==> config.mk <==
export PLATFORM = sky130hd
export DESIGN_NAME = pot_scan_ctrl_flat
export DESIGN_NICKNAME = d
export VERILOG_FILES = /design/src/rtl/pot_scan_ctrl_pkg.sv /design/src/rtl/pot_scan_ctrl_if.sv /design/src/rtl/pot_scan_ctrl.sv /design/src/flat_wrapper.sv
export SDC_FILE = /design/constraint.sdc
export NUM_CORES = 1
export LEC_CHECK = 0
export ABC_AREA = 1
export BUFFER_PORTS_ARGS = -buffer_cell sky130_fd_sc_hd__buf_2
export CORE_MARGIN = 2
export CORE_UTILIZATION = 57
export CTS_BUF_LIST = sky130_fd_sc_hd__clkbuf_4 sky130_fd_sc_hd__clkbuf_8
export DETAILED_ROUTE_END_ITERATION = 10
export GPL_TIMING_DRIVEN = 0
export PLACE_DENSITY = 0.81
export SLEW_MARGIN = 20
export SYNTH_ARGS = -nofsm -noshare
export SYNTH_HDL_FRONTEND = slang
export SYNTH_SLANG_ARGS = --single-unit
==> constraint.sdc <==
create_clock -name clk -period 2 [get_ports clk]
set_input_delay 0.3 -clock clk [delete_from_list [all_inputs] [get_ports clk]]
set_output_delay 0.3 -clock clk [all_outputs]
set_load 0.1 [all_outputs]
==> src/rtl/pot_scan_ctrl_pkg.sv <==
// Shared types and constants for the potentiometer scan controller.
// Covers the FSM state type, the slot-to-ADC-channel map and the SPI command builder.
package pot_scan_ctrl_pkg;

    typedef enum logic [1:0] {
        IDLE  = 2'd0,
        ISSUE = 2'd1,
        WAIT  = 2'd2
    } scan_state_t;

    localparam int NUM_POTS     = 6;
    localparam int NUM_SLOTS    = 7;
    localparam int CMD_CHAN_LSB = 11;

    // Slot 6 re-sends channel 1 only to flush the VOLUME result out of the ADC pipeline.
    localparam logic [2:0] POT_CHAN [0:6] = '{3'd1, 3'd0, 3'd4, 3'd2, 3'd3, 3'd7, 3'd1};

    function automatic logic [15:0] make_cmd(input logic [2:0] chan);
        logic [15:0] cmd;
        cmd = 16'h0000;
        cmd[CMD_CHAN_LSB +: 3] = chan;
        return cmd;
    endfunction

endpackage

==> src/rtl/pot_scan_ctrl_if.sv <==
// Bundle of signals between the scan controller and the external A2D SPI master.
// Handshake: spi_wrt is a one-cycle start strobe with spi_cmd valid alongside; spi_done is a one-cycle completion pulse with spi_rd valid alongside.
interface pot_scan_ctrl_if;
    logic        spi_wrt;
    logic [15:0] spi_cmd;
    logic        spi_done;
    logic [15:0] spi_rd;

    modport master (output spi_wrt, output spi_cmd, input spi_done, input spi_rd);
    modport slave  (input spi_wrt, input spi_cmd, output spi_done, output spi_rd);
endinterface

==> src/rtl/pot_scan_ctrl.sv <==
// Round-robin scheduler of the shared ADC128S SPI master over the six slide pots.
// One scan is seven transactions because each returns the channel addressed by the previous one.
module pot_scan_ctrl
    import pot_scan_ctrl_pkg::*;
#(
    parameter logic [15:0] SCAN_INTERVAL = 16'd1024,
    parameter logic [15:0] TIMEOUT_CYC   = 16'd4096
) (
    input  logic                   clk,
    input  logic                   rst_n,
    input  logic                   en,
    pot_scan_ctrl_if.master        spi,
    output logic [11:0]            lp_pot,
    output logic [11:0]            b1_pot,
    output logic [11:0]            b2_pot,
    output logic [11:0]            b3_pot,
    output logic [11:0]            hp_pot,
    output logic [11:0]            vol_pot,
    output logic                   scan_done,
    output logic                   scan_valid,
    output logic                   err,
    output scan_state_t            state_dbg
);

    scan_state_t state_q, state_d;
    logic [15:0] icnt_q, icnt_d;
    logic [15:0] tcnt_q, tcnt_d;
    logic [2:0]  idx_q, idx_d;
    logic [11:0] pot_q [0:NUM_POTS-1];
    logic [11:0] pot_d [0:NUM_POTS-1];
    logic        wrt_q, wrt_d;
    logic [15:0] cmd_q, cmd_d;
    logic        scan_done_q, scan_done_d;
    logic        valid_q, valid_d;
    logic        err_q, err_d;

    always_comb begin
        state_d     = state_q;
        icnt_d      = icnt_q;
        tcnt_d      = tcnt_q;
        idx_d       = idx_q;
        for (int i = 0; i < NUM_POTS; i++) pot_d[i] = pot_q[i];
        wrt_d       = 1'b0;
        cmd_d       = cmd_q;
        scan_done_d = 1'b0;
        valid_d     = valid_q;
        err_d       = err_q;

        case (state_q)
            IDLE: begin
                // Counter parks at the terminal value while disabled so a later en starts at once.
                if (icnt_q == SCAN_INTERVAL - 16'd1) begin
                    if (en) begin
                        icnt_d  = 16'd0;
                        idx_d   = 3'd0;
                        state_d = ISSUE;
                    end
                end else begin
                    icnt_d = icnt_q + 16'd1;
                end
            end
            ISSUE: begin
                wrt_d   = 1'b1;
                cmd_d   = make_cmd(POT_CHAN[idx_q]);
                tcnt_d  = 16'd0;
                state_d = WAIT;
            end
            WAIT: begin
                // Done wins over a simultaneous timeout expiry.
                if (spi.spi_done) begin
                    for (int i = 0; i < NUM_POTS; i++) begin
                        if (idx_q == 3'(i + 1)) pot_d[i] = spi.spi_rd[11:0];
                    end
                    if (idx_q == 3'(NUM_SLOTS - 1)) begin
                        state_d     = IDLE;
                        scan_done_d = 1'b1;
                        valid_d     = 1'b1;
                        err_d       = 1'b0;
                    end else begin
                        idx_d   = idx_q + 3'd1;
                        state_d = ISSUE;
                    end
                end else if (tcnt_q == TIMEOUT_CYC - 16'd1) begin
                    err_d   = 1'b1;
                    state_d = IDLE;
                end else begin
                    tcnt_d = tcnt_q + 16'd1;
                end
            end
            default: state_d = IDLE;
        endcase
    end

    always_ff @(posedge clk or negedge rst_n) begin
        if (!rst_n) begin
            state_q     <= IDLE;
            icnt_q      <= 16'd0;
            tcnt_q      <= 16'd0;
            idx_q       <= 3'd0;
            for (int i = 0; i < NUM_POTS; i++) pot_q[i] <= 12'h000;
            wrt_q       <= 1'b0;
            cmd_q       <= 16'h0000;
            scan_done_q <= 1'b0;
            valid_q     <= 1'b0;
            err_q       <= 1'b0;
        end else begin
            state_q     <= state_d;
            icnt_q      <= icnt_d;
            tcnt_q      <= tcnt_d;
            idx_q       <= idx_d;
            for (int i = 0; i < NUM_POTS; i++) pot_q[i] <= pot_d[i];
            wrt_q       <= wrt_d;
            cmd_q       <= cmd_d;
            scan_done_q <= scan_done_d;
            valid_q     <= valid_d;
            err_q       <= err_d;
        end
    end

    assign spi.spi_wrt = wrt_q;
    assign spi.spi_cmd = cmd_q;
    assign lp_pot      = pot_q[0];
    assign b1_pot      = pot_q[1];
    assign b2_pot      = pot_q[2];
    assign b3_pot      = pot_q[3];
    assign hp_pot      = pot_q[4];
    assign vol_pot     = pot_q[5];
    assign scan_done   = scan_done_q;
    assign scan_valid  = valid_q;
    assign err         = err_q;
    assign state_dbg   = state_q;

endmodule

==> src/flat_wrapper.sv <==
// flat-port wrapper written by rule: the top's interface ports become plain ports
module pot_scan_ctrl_flat import pot_scan_ctrl_pkg::*;
#(
    parameter logic [15:0] SCAN_INTERVAL = 16'd1024,
    parameter logic [15:0] TIMEOUT_CYC   = 16'd4096
)
  (clk, rst_n, en, lp_pot, b1_pot, b2_pot, b3_pot, hp_pot, vol_pot, scan_done, scan_valid, err, state_dbg, spi_spi_wrt, spi_spi_cmd, spi_spi_done, spi_spi_rd);
  pot_scan_ctrl_if spi_i ();
  input  logic clk;
  input  logic rst_n;
  input  logic en;
  output logic [11:0] lp_pot;
  output logic [11:0] b1_pot;
  output logic [11:0] b2_pot;
  output logic [11:0] b3_pot;
  output logic [11:0] hp_pot;
  output logic [11:0] vol_pot;
  output logic scan_done;
  output logic scan_valid;
  output logic err;
  output scan_state_t state_dbg;
  output wire logic [$bits(spi_i.spi_wrt)-1:0] spi_spi_wrt;
  output wire logic [$bits(spi_i.spi_cmd)-1:0] spi_spi_cmd;
  input wire logic [$bits(spi_i.spi_done)-1:0] spi_spi_done;
  input wire logic [$bits(spi_i.spi_rd)-1:0] spi_spi_rd;
  assign spi_spi_wrt = spi_i.spi_wrt;
  assign spi_spi_cmd = spi_i.spi_cmd;
  assign spi_i.spi_done = spi_spi_done;
  assign spi_i.spi_rd = spi_spi_rd;
  pot_scan_ctrl #(.SCAN_INTERVAL(SCAN_INTERVAL), .TIMEOUT_CYC(TIMEOUT_CYC)) u_core (.clk(clk), .rst_n(rst_n), .en(en), .spi(spi_i), .lp_pot(lp_pot), .b1_pot(b1_pot), .b2_pot(b2_pot), .b3_pot(b3_pot), .hp_pot(hp_pot), .vol_pot(vol_pot), .scan_done(scan_done), .scan_valid(scan_valid), .err(err), .state_dbg(state_dbg));
endmodule
[After elaboration in Yosys (flattened, before gate mapping)]
Memories as Yosys holds them, arrays and structs flattened. A register that Yosys moved wholly into a read port is not among the register bits.
Index checks and enable logic that the tools add are counted.
Cells by class
  $add $sub $neg: 3
  $mul: 0
  div/mod/pow operators: 0
  order comparisons: 0
  eq/ne operators: 19
  shifts and indexed selects: 0
  muxes and demuxes: 23
  bitwise logic cells: 1
  reductions and logical operators: 16
Operators with widths (count)
  $mux W16: 4
  $add A16 B1 Y16 const B: 2
  $pmux W16 S2: 1
  $reduce_and A3 Y1: 9
  $eq A16 B10 Y1 const B: 1
  $eq A16 B12 Y1 const B: 1
  $mux W3: 4
  $ne A2 B2 Y1 const B: 6
  $eq A3 B3 Y1 const B: 3
  $mux W1: 8
  $mux W2: 4
  $eq A3 B2 Y1 const B: 2
  $pmux W2 S3: 1
  $pmux W3 S2: 1
  $reduce_bool A2 Y1: 3
  $reduce_and A5 Y1: 1
  $ne A2 B1 Y1 const B: 2
  $not A3 Y4: 1
  $add A3 B1 Y3 const B: 1
  $eq A3 B1 Y1 const B: 1
  $ne A3 B2 Y1 const B: 1
  $eq A2 B1 Y1 const B: 1
  $eq A2 B2 Y1 const B: 1
  $logic_not A2 Y1: 1
  other kinds (2): 2
Word-level totals
  register bits: 113
  bits in latches: 0
  memory bits (writable): 0
  bits in read-only memories: 24
  input port bits: 20
  output and inout port bits: 94
  memories: 1
Memory list
  (name not given): words 8, width 3, read ports 1, clocked after Yosys merged registers in 1, write ports 0, RTL line pot_scan_ctrl.sv:64  | cmd_d = make_cmd(POT_CHAN[idx_q]);

[Longest topological paths before layout]
Gate-level depths: netlist of the first run.
  word-level depth: 4
  mapped depth: 9

[Worst setup path after synthesis of the first run]
OpenSTA, ideal clock, no wires.
  path type: register to register
  start point: reg u_core.state_q[1] (netlist: u_core.state_dbg[1])
  end point: reg u_core.pot_q, in the netlist u_core.vol_pot[3]
  setup time: 0.131 ns
  data arrival time: 1.872 ns
  path slack: -0.002 ns
  cell stages (with the launch flop): 9
  buffers on the path: 1
  clock period less this slack: 2.002 ns
  cells stage by stage: dfrtp_1 > inv_1 > nor2_2 > nand2_4 > nor2_4 > inv_2 > buf_2 > nand2_1 > o21ai_0
On the way
  longest elaborated chain between the ends: 2
RTL lines
  from (decl): RTL line pot_scan_ctrl.sv:25  | scan_state_t state_q, state_d;
  from (signal assigned): RTL line pot_scan_ctrl.sv:107  | state_q <= state_d;
  $eq A2 B2 Y1: RTL line pot_scan_ctrl.sv:49  | case (state_q)
  $reduce_and A3 Y1 (no source line)
  to (decl): RTL line pot_scan_ctrl.sv:29  | logic [11:0] pot_q [0:NUM_POTS-1];
No other way between the ends.
A chain may end at the register's enable or synchronous reset.

[Worst setup path in the final report of the first run]
  start point: reg u_core.tcnt_q[0]
  end point: reg u_core.tcnt_q[5]
On the way
  longest elaborated chain between the ends: 4
  elaborated cells on any way between the ends: 7
RTL lines
  from (decl): RTL line pot_scan_ctrl.sv:27  | logic [15:0] tcnt_q, tcnt_d;
  from (signal assigned): RTL line pot_scan_ctrl.sv:109  | tcnt_q <= tcnt_d;
  $add A16 B1 Y16: RTL line pot_scan_ctrl.sv:87  | tcnt_d = tcnt_q + 16'd1;
  $mux W16: RTL line pot_scan_ctrl.sv:83  | end else if (tcnt_q == TIMEOUT_CYC - 16'd1) begin
  $mux W16: RTL line pot_scan_ctrl.sv:70  | if (spi.spi_done) begin
  $pmux W16 S2: RTL line pot_scan_ctrl.sv:49
Parallel ways exist; a longest one is shown, timed or not. The select of a mux whose other input is x is not followed.

==> summary.md, run 1 <==
| Metric | Value |
|---|---|
| Chip Width | 101 microns |
| Mux contribution to synthesized area | 0% |
| Kind of critical path | flip-flop to flip-flop |
| Die H | 101 microns |
| CTS tree | yes |
| CTS Buffer Depth | 2 |
| Slew @ Worst Pin | 0.592 ns |
| Via-to-Cell Ratio | 5.27 |
| Synthesized cell area | 0.00537 sq mm |
| H-tree Lvls | 4 |
| Setup TNS | 0 ns |
| Largest family of logic cells by synthesized area | simple AND/OR/NAND/NOR gates |
| Syn-to-layout area delta | 20.7% |
| Cell taking the most area after synthesis | dfrtp_1 |
| Root Buffer | clkbuf_8 |
| Synth Area in Compound Gates | 10.9% |
| Largest net degree at the start of global routing | 66 |
| GRT Total Usage | 26.5% |
| Critical path arrival | 2.08 ns |
| Post-Synth Simple-Gate Area | 23.4% |
| Via Count | 4568 |
| Mean Syn Cell Area | 8.74 sq um |
| Yosys cell types | 31 |
| Initial Util | 58.4% |
| Worst Hold Class | input port to flip-flop |
| EDFF count, synth | 0 |
| Maximum achievable frequency | 565 MHz |
| Clk sink count | 116 |
| Final setup viols | 0 |
| Fin nets | 770 |
| Row Count | 35 |
| Final min period | 1.77 ns |
| Seq/Total Area, Yosys | 54.1% |
| Final HPWL DP | 9.23 mm |
| Clk_lat worst skew | 0.43 ns |
| PortBufs | 96 |
| Antenna violations before repair | 0 |
| First-pass DRT Iterations | 5 |
| I/O Pins | 114 |
| RePlAce Congestion | 0.872 |
| Status | finished clean |
| Vias in the first global route | 4393 |
| Fin. max-slew vios | 0 |
| Maxcap violations | 0 |
| Top cell type's share of synthesized area | 54.1% |
| Routed Antenna Nets | 0 |
| Yosys reg bits | 116 |
| Post-CTS Setup Repair Bufs | 0 |
| Xor-xnor portion of the synthesized cell area | 2.45% |
| Fin crit share | 88.6% |
| Routed WL | 12.6 mm |
| Drt first-iter violations | 219 |
| Largest cells by area after synthesis | dfrtp_1 54%, nand2_1 9.7%, nor2_1 6.4% |
| CP Capture Type | flip-flop |
| Main synth FF type | dfrtp_1 |
| Synth warnings | 0 |
| Slew margin rel. | 60.4% |
| Worst path required time | 2.30 ns |
| Die ar. | 0.0102 sq mm |
| Mapped Cells | 614 |
| RSZ-0062 raised after global routing | no |
| Share of synthesized flip-flops with an asynchronous set or reset | 100% |
| Drt drc | 0 |
| Final hold violation count | 0 |
| Ratio of cells with drive above 1 in the final layout | 25.5% |
| FF-to-FF setup slack | 0.23 ns |
| Clock transition at path regs | 0.08 ns |
| Adder-Cell Fraction of Synth Area | 1.63% |
| Post-Route Skew | 0.0113 ns |
| Antenna fix cells | 0 |
| Core ar. | 0.00920 sq mm |
| Setup crit start kind | flip-flop |
| CTS buffer count | 17 |
| First-pass GRT wire length | 20.9 mm |
| CP Max Fanout | 10 |
| GRT Residual Overflow | 0 |
| WL/cell | 14.6 microns |
==> synthesized netlist by cell type (7+ instances only) <==
| cell | number |
|---|---|
| dfrtp_1 | 116 |
| a21oi_1 | 48 |
| nand3_1 | 22 |
| xor2_1 | 11 |
| nor2_1 | 92 |
| o21ai_0 | 37 |
| buf_2 | 10 |
| o21ai_2 | 8 |
| inv_1 | 46 |
| nand4_1 | 11 |
| ha_1 | 7 |
| nand2_2 | 7 |
| buf_4 | 13 |
| nand2_1 | 139 |
==> worst paths after layout <==
path / startpoint / endpoint / depth (start not counted)
worst max-delay path: u_core.tcnt_q[0] / u_core.tcnt_q[5] / 8
worst min-delay path: spi_spi_rd[9] / u_core.b3_pot[9] / 3
worst max register to register: u_core.tcnt_q[0] / u_core.tcnt_q[5] / 8
worst min register to register: u_core.scan_valid / u_core.scan_valid / 1
max in group asynchronous: rst_n / u_core.vol_pot[10] / 3
min in group asynchronous: rst_n / u_core.tcnt_q[10] / 2
==> critical path, cell delays in order, from the launching register on <==
cell,delay [ns]
dfrtp_1,0.46
ha_1,0.30
nand3_2,0.17
nor2_2,0.19
nand2_2,0.11
nand2_1,0.11
nand2_2,0.14
nand2_1,0.10
o21ai_0,0.07
==> metrics by stage <==
stage / hold slack [ns] / instances / setup slack (ns) / util, % / instance area (sq um)
after floorplan: 0.00441 / 626 / 0.0673 / - / 5410
after global placement: 0.448 / 833 / -0.846 / 65.6 / 6030
after detailed placement: 0.280 / 834 / 0.234 / 66.0 / 6070
after CTS: 0.198 / 867 / 0.224 / 70.4 / 6480
after global routing: 0.230 / 867 / 0.0815 / 70.4 / 6480
final: 0.213 / 867 / 0.229 / 70.4 / 6480
==> cells by family (layout without fill, tap and decap cells) <==
family                     after synthesis  after routing
DFF                                    116            116
AOI/OAI and AO/OA                      106            106
adders and majority gates                7              7
other                                    1             13
and+or+nand+nor                        289            289
buffers and inverters                   80            210
xor gates and xnor gates                15             15
==> registers in the layout (all words and copies together), names as in the netlist <==
| register | count |
|---|---|
| u_core.b1_pot | 12 |
| u_core.b2_pot | 12 |
| u_core.b3_pot | 12 |
| u_core.err | 1 |
| u_core.hp_pot | 12 |
| u_core.icnt_q | 16 |
| u_core.idx_q | 3 |
| u_core.lp_pot | 12 |
| u_core.scan_done | 1 |
| u_core.scan_valid | 1 |
| u_core.spi.spi_cmd | 3 |
| u_core.spi.spi_wrt | 1 |
| u_core.state_dbg | 2 |
| u_core.tcnt_q | 16 |
| u_core.vol_pot | 12 |
==> cell type report <==
cell class | instances | area [sq um]
fill | 681 | 2720
clock inverter | 13 | 146
clock buffer | 19 | 255
inverter | 50 | 189
sequential | 116 | 2900
tap | 111 | 139
multi-input combinational | 430 | 2110
timing repair buffer | 98 | 524
buffer | 30 | 211
==> layer usage <==
layer / GRT usage [%] / vias up / wire, microns
met5: 0 / - / 0
met4: 8.52 / 0 / 137
met3: 8.25 / 13 / 953
met2: 42.2 / 156 / 6320
met1: 35.0 / 2197 / 5210
li1: - / 2202 / -
==> cell usage in the layout, fill, tap and decap left out, types with 3 or more instances in the layout <==
master | Yosys | layout
nand2_1 | 139 | 139
dfrtp_1 | 116 | 115
buf_2 | 10 | 105
nor2_1 | 92 | 92
a21oi_1 | 48 | 48
inv_1 | 46 | 46
o21ai_0 | 37 | 37
nand3_1 | 22 | 22
clkbuf_8 | 0 | 18
buf_4 | 13 | 13
conb_1 | 1 | 13
nand4_1 | 11 | 11
xor2_1 | 11 | 11
o21ai_2 | 8 | 8
nand2_2 | 7 | 7
ha_1 | 7 | 7
buf_6 | 5 | 6
o21ai_1 | 6 | 6
nor2_4 | 5 | 5
o21bai_1 | 5 | 5
inv_6 | 0 | 5
xnor2_1 | 4 | 4
inv_2 | 3 | 3
nand3_2 | 3 | 3
nor3_1 | 3 | 3
clkinv_2 | 1 | 3
==> timing repair <==
| item | in CTS | in global routing |
|---|---|---|
| hold buffers | 1 | 0 |
| hold endpoints to repair | 51 | 0 |
| gates resized for setup | 0 | 0 |
Power of run 1 is left out: the tool's default activity adds up to more than one toggle a clock period on the data nets, which glitch-free logic cannot reach.
==> inputs of run 2 (changes only) <==
--- a/config.mk
+++ b/config.mk
@@ -8,11 +8,11 @@
 export ABC_AREA = 1
 export BUFFER_PORTS_ARGS = -buffer_cell sky130_fd_sc_hd__buf_2
 export CORE_MARGIN = 2
-export CORE_UTILIZATION = 57
+export CORE_UTILIZATION = 50
 export CTS_BUF_LIST = sky130_fd_sc_hd__clkbuf_4 sky130_fd_sc_hd__clkbuf_8
 export DETAILED_ROUTE_END_ITERATION = 10
 export GPL_TIMING_DRIVEN = 0
-export PLACE_DENSITY = 0.81
+export PLACE_DENSITY = 0.72
 export SLEW_MARGIN = 20
 export SYNTH_ARGS = -nofsm -noshare
 export SYNTH_HDL_FRONTEND = slang
==> summary.md, run 2 (synthesis gave the netlist of run 1 again) <==
| Metric | Value |
|---|---|
| H-tree Lvls | 4 (unchanged) |
| Root Buffer | clkbuf_8 |
| Largest net degree at the start of global routing | 85 (+29%) |
| CTS buffer count | 17 (unchanged) |
| Cell family with most CP delay | simple AND/OR/NAND/NOR gates |
| Fin crit share | 89.9% (+1.4 points) |
| First-pass GRT wire length | 21.7 mm (+3.6%) |
| Clk_lat worst skew | 0.44 ns (about the same) |
| Via Count | 4526 (-0.92%) |
| Vias in the first global route | 4434 (+0.93%) |
| Slowest-stage cell, CP | dfrtp_1 |
| Initial Util | 51.7% (-6.6 points) |
| Design area | 0.00650 sq mm (+0.35%) |
| Die ar. | 0.0116 sq mm (+13%) |
| Filler instances | 924 (+36%) |
| First-pass DRT Iterations | 5 (unchanged) |
| RSZ-0062 raised after global routing | no |
| Via-to-Cell Ratio | 5.08 (-3.6%) |
| Die H | 108 microns (+6.5%) |
| Slew margin rel. | 58.0% (-2.4 points) |
| Kind of critical path | flip-flop to flip-flop |
| Biggest regs | u_core.icnt_q x16, u_core.tcnt_q x16 |
| Status | finished clean |
| Fin nets | 770 (unchanged) |
| Drt drc | 0 (unchanged) |
| Placed cell area | 0.00610 sq mm (+0.52%) |
| Chip Width | 108 microns (+6.5%) |
| CTS Buffer Depth | 2 (unchanged) |
| PortBufs | 96 (unchanged) |
| Antenna violations before repair | 0 (unchanged) |
| Routed WL | 13.1 mm (+3.6%) |
| GRT Total Usage | 24.3% (-2.2 points) |
| Syn-to-layout area delta | 21.1% |
| Critical path, cell by cell | ha_1 -> nand3_2 -> nor2_2 -> nand2_2 -> nand2_1 -> nand2_2 -> o21ai_0 |
| CP Capture Type | flip-flop |
| Worst Hold Class | input port to flip-flop |
| I/O Pins | 114 (unchanged) |
| Slew @ Worst Pin | 0.627 ns (+0.0353 ns) |
| Final setup viols | 0 (unchanged) |
| RePlAce Congestion | 0.849 (-2.7%) |
| Fin. max-slew vios | 0 (unchanged) |
| Clock transition at path regs | 0.07 ns (about the same) |
| Final HPWL DP | 9.52 mm (+3.1%) |
| Worst path required time | 2.34 ns (+0.04 ns) |
| Crit path buffers/inverters | 0 (unchanged) |
| Final WS setup | 0.201 ns (-0.0276 ns) |
| Ratio of cells with drive above 1 in the final layout | 25.4% (-0.099 points) |
| Core ar. | 0.0104 sq mm (+13%) |
| Drt first-iter violations | 348 (+59%) |
| Final min period | 1.80 ns (+0.0276 ns) |
| Critical path arrival | 2.14 ns (+0.06 ns) |
| Slowest Stage Delay on Critical Path | 0.44 ns (-0.02 ns) |
| Row Count | 37 (+5.7%) |
| Commonest non-fill, non-tap cell in the layout | nand2_1 |
| GRT Residual Overflow | 0 (unchanged) |
| Clk sink count | 116 (unchanged) |
| Final hold violation count | 0 (unchanged) |
| Post-Route Skew | 0.00981 ns (-0.00145 ns) |
| Maxcap violations | 0 (unchanged) |
| Setup crit start kind | flip-flop |
| Maximum achievable frequency | 556 MHz (-1.5%) |
| CP Max Fanout | 10 (unchanged) |
| Routed Antenna Nets | 0 (unchanged) |
| Worst slack, placed | 0.231 ns (-0.00301 ns) |
| Cell mode on critical path | nand2_2 |
| Antenna fix cells | 0 (unchanged) |
| Most frequent cells in the layout | 139 x nand2_1, 115 x dfrtp_1, 105 x buf_2, 92 x nor2_1, 48 x a21oi_1 |
| WL/cell | 14.7 microns (+0.81%) |
| CTS tree | yes |
==> run 2: cell count changes in the layout (fill, tap and decap cells not counted) <==
cell        delta
clkinvlp_4     +2
inv_6          -4
clkbuf_8       +1
clkinv_2       +1
clkbuf_4       -1
==> run 2: cell type report <==
type	count	area, sq um	share of cell area [%]
Buffer	30	211	3.25
Clock buffer	19	262	4.02
Clock inverter	12	131	2.02
Inverter	50	189	2.91
Multi-Input combinational cell	430	2110	32.4
Sequential cell	116	2900	44.7
Tap cell	136	170	2.62
Timing Repair Buffer	98	524	8.07
==> run 2: final timing paths <==
check	end	slack, ns	from	cells after the start
min	u_core.b3_pot[5]	0.22	spi_spi_rd[5]	3
max	u_core.tcnt_q[5]	0.20	u_core.tcnt_q[0]	7
min reg2reg	u_core.scan_valid	0.48	u_core.scan_valid	1
max reg2reg	u_core.tcnt_q[5]	0.20	u_core.tcnt_q[0]	7
max in group asynchronous	u_core.hp_pot[4]	0.99	rst_n	3
min in group asynchronous	u_core.tcnt_q[14]	0.31	rst_n	2
==> run 2: what timing repair did <==
action | 4_1_cts | 5_1_grt
endpoints found under the hold margin | 32 | 0
buffers inserted | 0 | 0
resized for setup | 0 | 0
hold buffers | 1 | 0
==> run 2: through the flow <==
stage	util [%]	setup TNS, ns	hold WS [ns]	cells
6_report	62.7	0	0.217	891
5_1_grt	62.7	0	0.216	891
4_1_cts	62.7	0	0.209	891
3_5_place_dp	58.8	0	0.213	859
3_3_place_gp	58.5	-81.55	0.446	858
2_1_floorplan	-	0	0.00441	626
==> run 2: per-layer routing <==
metal / share of wire (%) / wire length [microns] / global-route usage [%] / vias to the layer above
met5: 0 / 0 / 0 / -
met4: 1.7 / 224 / 8.24 / 0
met3: 8.3 / 1090 / 9.08 / 19
met2: 48 / 6290 / 38.8 / 157
met1: 42 / 5480 / 30.5 / 2153
li1: - / - / - / 2197
==> run 2: worst min-delay path, delay by kind of cell <==
kind,cells,cell delay (ns)
buf+inv,2,0.17
compound gates,1,0.14
Power of run 2 is left out for the same reason.
==> inputs of run 3 (changes only) <==
--- a/config.mk
+++ b/config.mk
@@ -13,6 +13,7 @@
 export DETAILED_ROUTE_END_ITERATION = 10
 export GPL_TIMING_DRIVEN = 0
 export PLACE_DENSITY = 0.72
+export RECOVER_POWER = 100
 export SLEW_MARGIN = 20
 export SYNTH_ARGS = -nofsm -noshare
 export SYNTH_HDL_FRONTEND = slang
==> summary.md, run 3 (synthesis gave the netlist of run 1 again) <==
| Metric | Value |
|---|---|
| Met2 WL | 6.28 mm (-0.13%) |
| Slew margin rel. | 40.2% (-18 points) |
| RR Startpoint | u_core.idx_q[1] |
| CTS Buffer Depth | 2 (unchanged) |
| Commonest non-fill, non-tap cell in the layout | nand2_1 |
| Clock transition at path regs | 0.07 ns (about the same) |
| Most frequent cells in the layout | 139 x nand2_1, 115 x dfrtp_1, 94 x nor2_1, 82 x clkbuf_2, 50 x o21ai_0 |
| First-pass DRT Iterations | 5 (unchanged) |
| CTS tree | yes |
| First-pass GRT wire length | 21.7 mm (unchanged) |
| Vias in the first global route | 4434 (unchanged) |
| Root Buffer | clkbuf_8 |
| Clk_lat worst skew | 0.44 ns (about the same) |
| Inst Count DP | 859 (unchanged) |
| Drt drc | 0 (unchanged) |
| Fin nets | 770 (unchanged) |
| GRT Residual Overflow | 0 (unchanged) |
| Non-Filler Instances | 891 (unchanged) |
| Filler instances | 941 (+1.8%) |
| Via-to-Cell Ratio | 5.03 (-1.1%) |
| Slew @ Worst Pin | 0.898 ns (+0.271 ns) |
| Highest routed layer | met4 |
| Kind of critical path | flip-flop to flip-flop |
| Fin crit share | 91.2% (+1.3 points) |
| Worst r2r dst | u_core.hp_pot[3] |
| Final setup viols | 0 (unchanged) |
| PortBufs | 96 (unchanged) |
| RePlAce Congestion | 0.849 (unchanged) |
| Critical path arrival | 2.18 ns (+0.04 ns) |
| Worst path required time | 2.36 ns (+0.02 ns) |
| Metal3 WL | 1.01 mm (-7.7%) |
| CP Max Fanout | 10 (unchanged) |
| I/O Pins | 114 (unchanged) |
| Final HPWL DP | 9.52 mm (unchanged) |
| WL/cell | 14.7 microns (about the same) |
| GRT Total Usage | 24.3% (unchanged) |
| CP Capture Type | flip-flop |
| Cell family with most CP delay | buffers and inverters |
| Syn-to-layout area delta | 19.8% |
| Maximum achievable frequency | 548 MHz (-1.4%) |
| H-tree Lvls | 4 (unchanged) |
| Initial Util | 51.7% (unchanged) |
| FF-to-FF setup slack | 0.18 ns (-0.03 ns) |
| Chip Width | 108 microns (unchanged) |
| DRT met1 WL | 5.56 mm (+1.5%) |
| Final core occ | 62.0% (-0.69 points) |
| Cell mode on critical path | nor2_1 |
| Status | finished clean |
| Hold Path Origin | spi_spi_rd[1] |
| Die ar. | 0.0116 sq mm (unchanged) |
| Reg2Reg Depth | 7 (unchanged) |
| Antenna fix cells | 0 (unchanged) |
| Routed Antenna Nets | 0 (unchanged) |
| Setup TNS | 0 ns (unchanged) |
| Die H | 108 microns (unchanged) |
| CTS buffer count | 17 (unchanged) |
| Via Count | 4478 (-1.1%) |
| Post-CTS Setup Repair Bufs | 0 (unchanged) |
| Setup crit start kind | flip-flop |
| Row Count | 37 (unchanged) |
| Routed WL | 13.1 mm (about the same) |
| Slowest-stage cell, CP | dfrtp_1 |
| Slowest Stage Delay on Critical Path | 0.42 ns (-0.02 ns) |
| Fin. max-slew vios | 0 (unchanged) |
| Core ar. | 0.0104 sq mm (unchanged) |
| Crit path buffers/inverters | 2 (+2) |
| Clk sink count | 116 (unchanged) |
| Worst Hold Class | input port to flip-flop |
| Ratio of cells with drive above 1 in the final layout | 22.6% (-2.8 points) |
| Final min period | 1.82 ns (+0.0252 ns) |
| Biggest regs | u_core.icnt_q x16, u_core.tcnt_q x16 |
| Largest net degree at the start of global routing | 85 (unchanged) |
| Final hold violation count | 0 (unchanged) |
| Worst hold path depth | 3 (unchanged) |
| Antenna violations before repair | 0 (unchanged) |
| Post-Route Skew | 0.0102 ns (+0.000369 ns) |
| Drt first-iter violations | 305 (-12%) |
| Maxcap violations | 0 (unchanged) |
| RSZ-0062 raised after global routing | no |
| Hold EP | u_core.b1_pot[1] |
| Critical path, cell by cell | inv_1 -> ha_1 -> nand2_1 -> nor2_1 -> clkbuf_1 -> nor2_1 -> a21oi_1 |
## run 3: changes by cell type in the layout (fill, tap and decap cells not counted), moves of 2 or more
cell / change
buf_2: -91
nor2_4: -2
clkbuf_1: +10
nor2_1: +2
o21ai_0: +13
clkbuf_2: +82
o21ai_2: -7
o21ai_1: -6
## run 3: what timing repair did
item	in CTS	in global routing
hold endpoints to repair	32	0
hold buffers	1	0
setup endpoints to repair	0	0
gates resized for setup	0	0
## run 3: routing by layer
layer / vias to the layer above / track usage, %
met5: - / 0
met4: 0 / 8.24
met3: 20 / 9.08
met2: 139 / 38.8
met1: 2120 / 30.5
li1: 2199 / -
## run 3: metrics by stage
stage	setup WS, ns	area (sq um)	hold WS (ns)
6_report	0.176	6430	0.216
5_1_grt	0.0237	6430	0.213
4_1_cts	0.235	6500	0.209
3_5_place_dp	0.231	6100	0.213
3_3_place_gp	-0.899	6060	0.446
2_1_floorplan	0.0673	5410	0.00441
## run 3: worst max path at each step
stage	startpoint	endpoint	depth (start not counted)
after floorplan	u_core.state_dbg[0]	u_core.tcnt_q[12]	7
after global placement	rst_n	u_core.state_dbg[1]	1
after detailed placement	u_core.tcnt_q[0]	u_core.tcnt_q[5]	7
after CTS	u_core.tcnt_q[0]	u_core.tcnt_q[5]	7
after global routing	u_core.idx_q[1]	u_core.hp_pot[8]	7
final	u_core.idx_q[1]	u_core.hp_pot[3]	7
## run 3: worst min-delay path: cells and delay by family
family / cells / cell delay (ns)
buffers and inverters: 2 / 0.17
AO/OA/AOI/OAI: 1 / 0.14
## run 3: final cells by class
cell class | count | area [sq um] | area share, %
Inverter | 50 | 189 | 2.94
Tap cell | 136 | 170 | 2.65
Clock buffer | 19 | 262 | 4.07
Multi-Input combinational cell | 430 | 2060 | 32.0
Sequential cell | 116 | 2900 | 45.2
Buffer | 30 | 199 | 3.09
Clock inverter | 12 | 131 | 2.04
Timing Repair Buffer | 98 | 518 | 8.06
Power of run 3 is left out for the same reason.
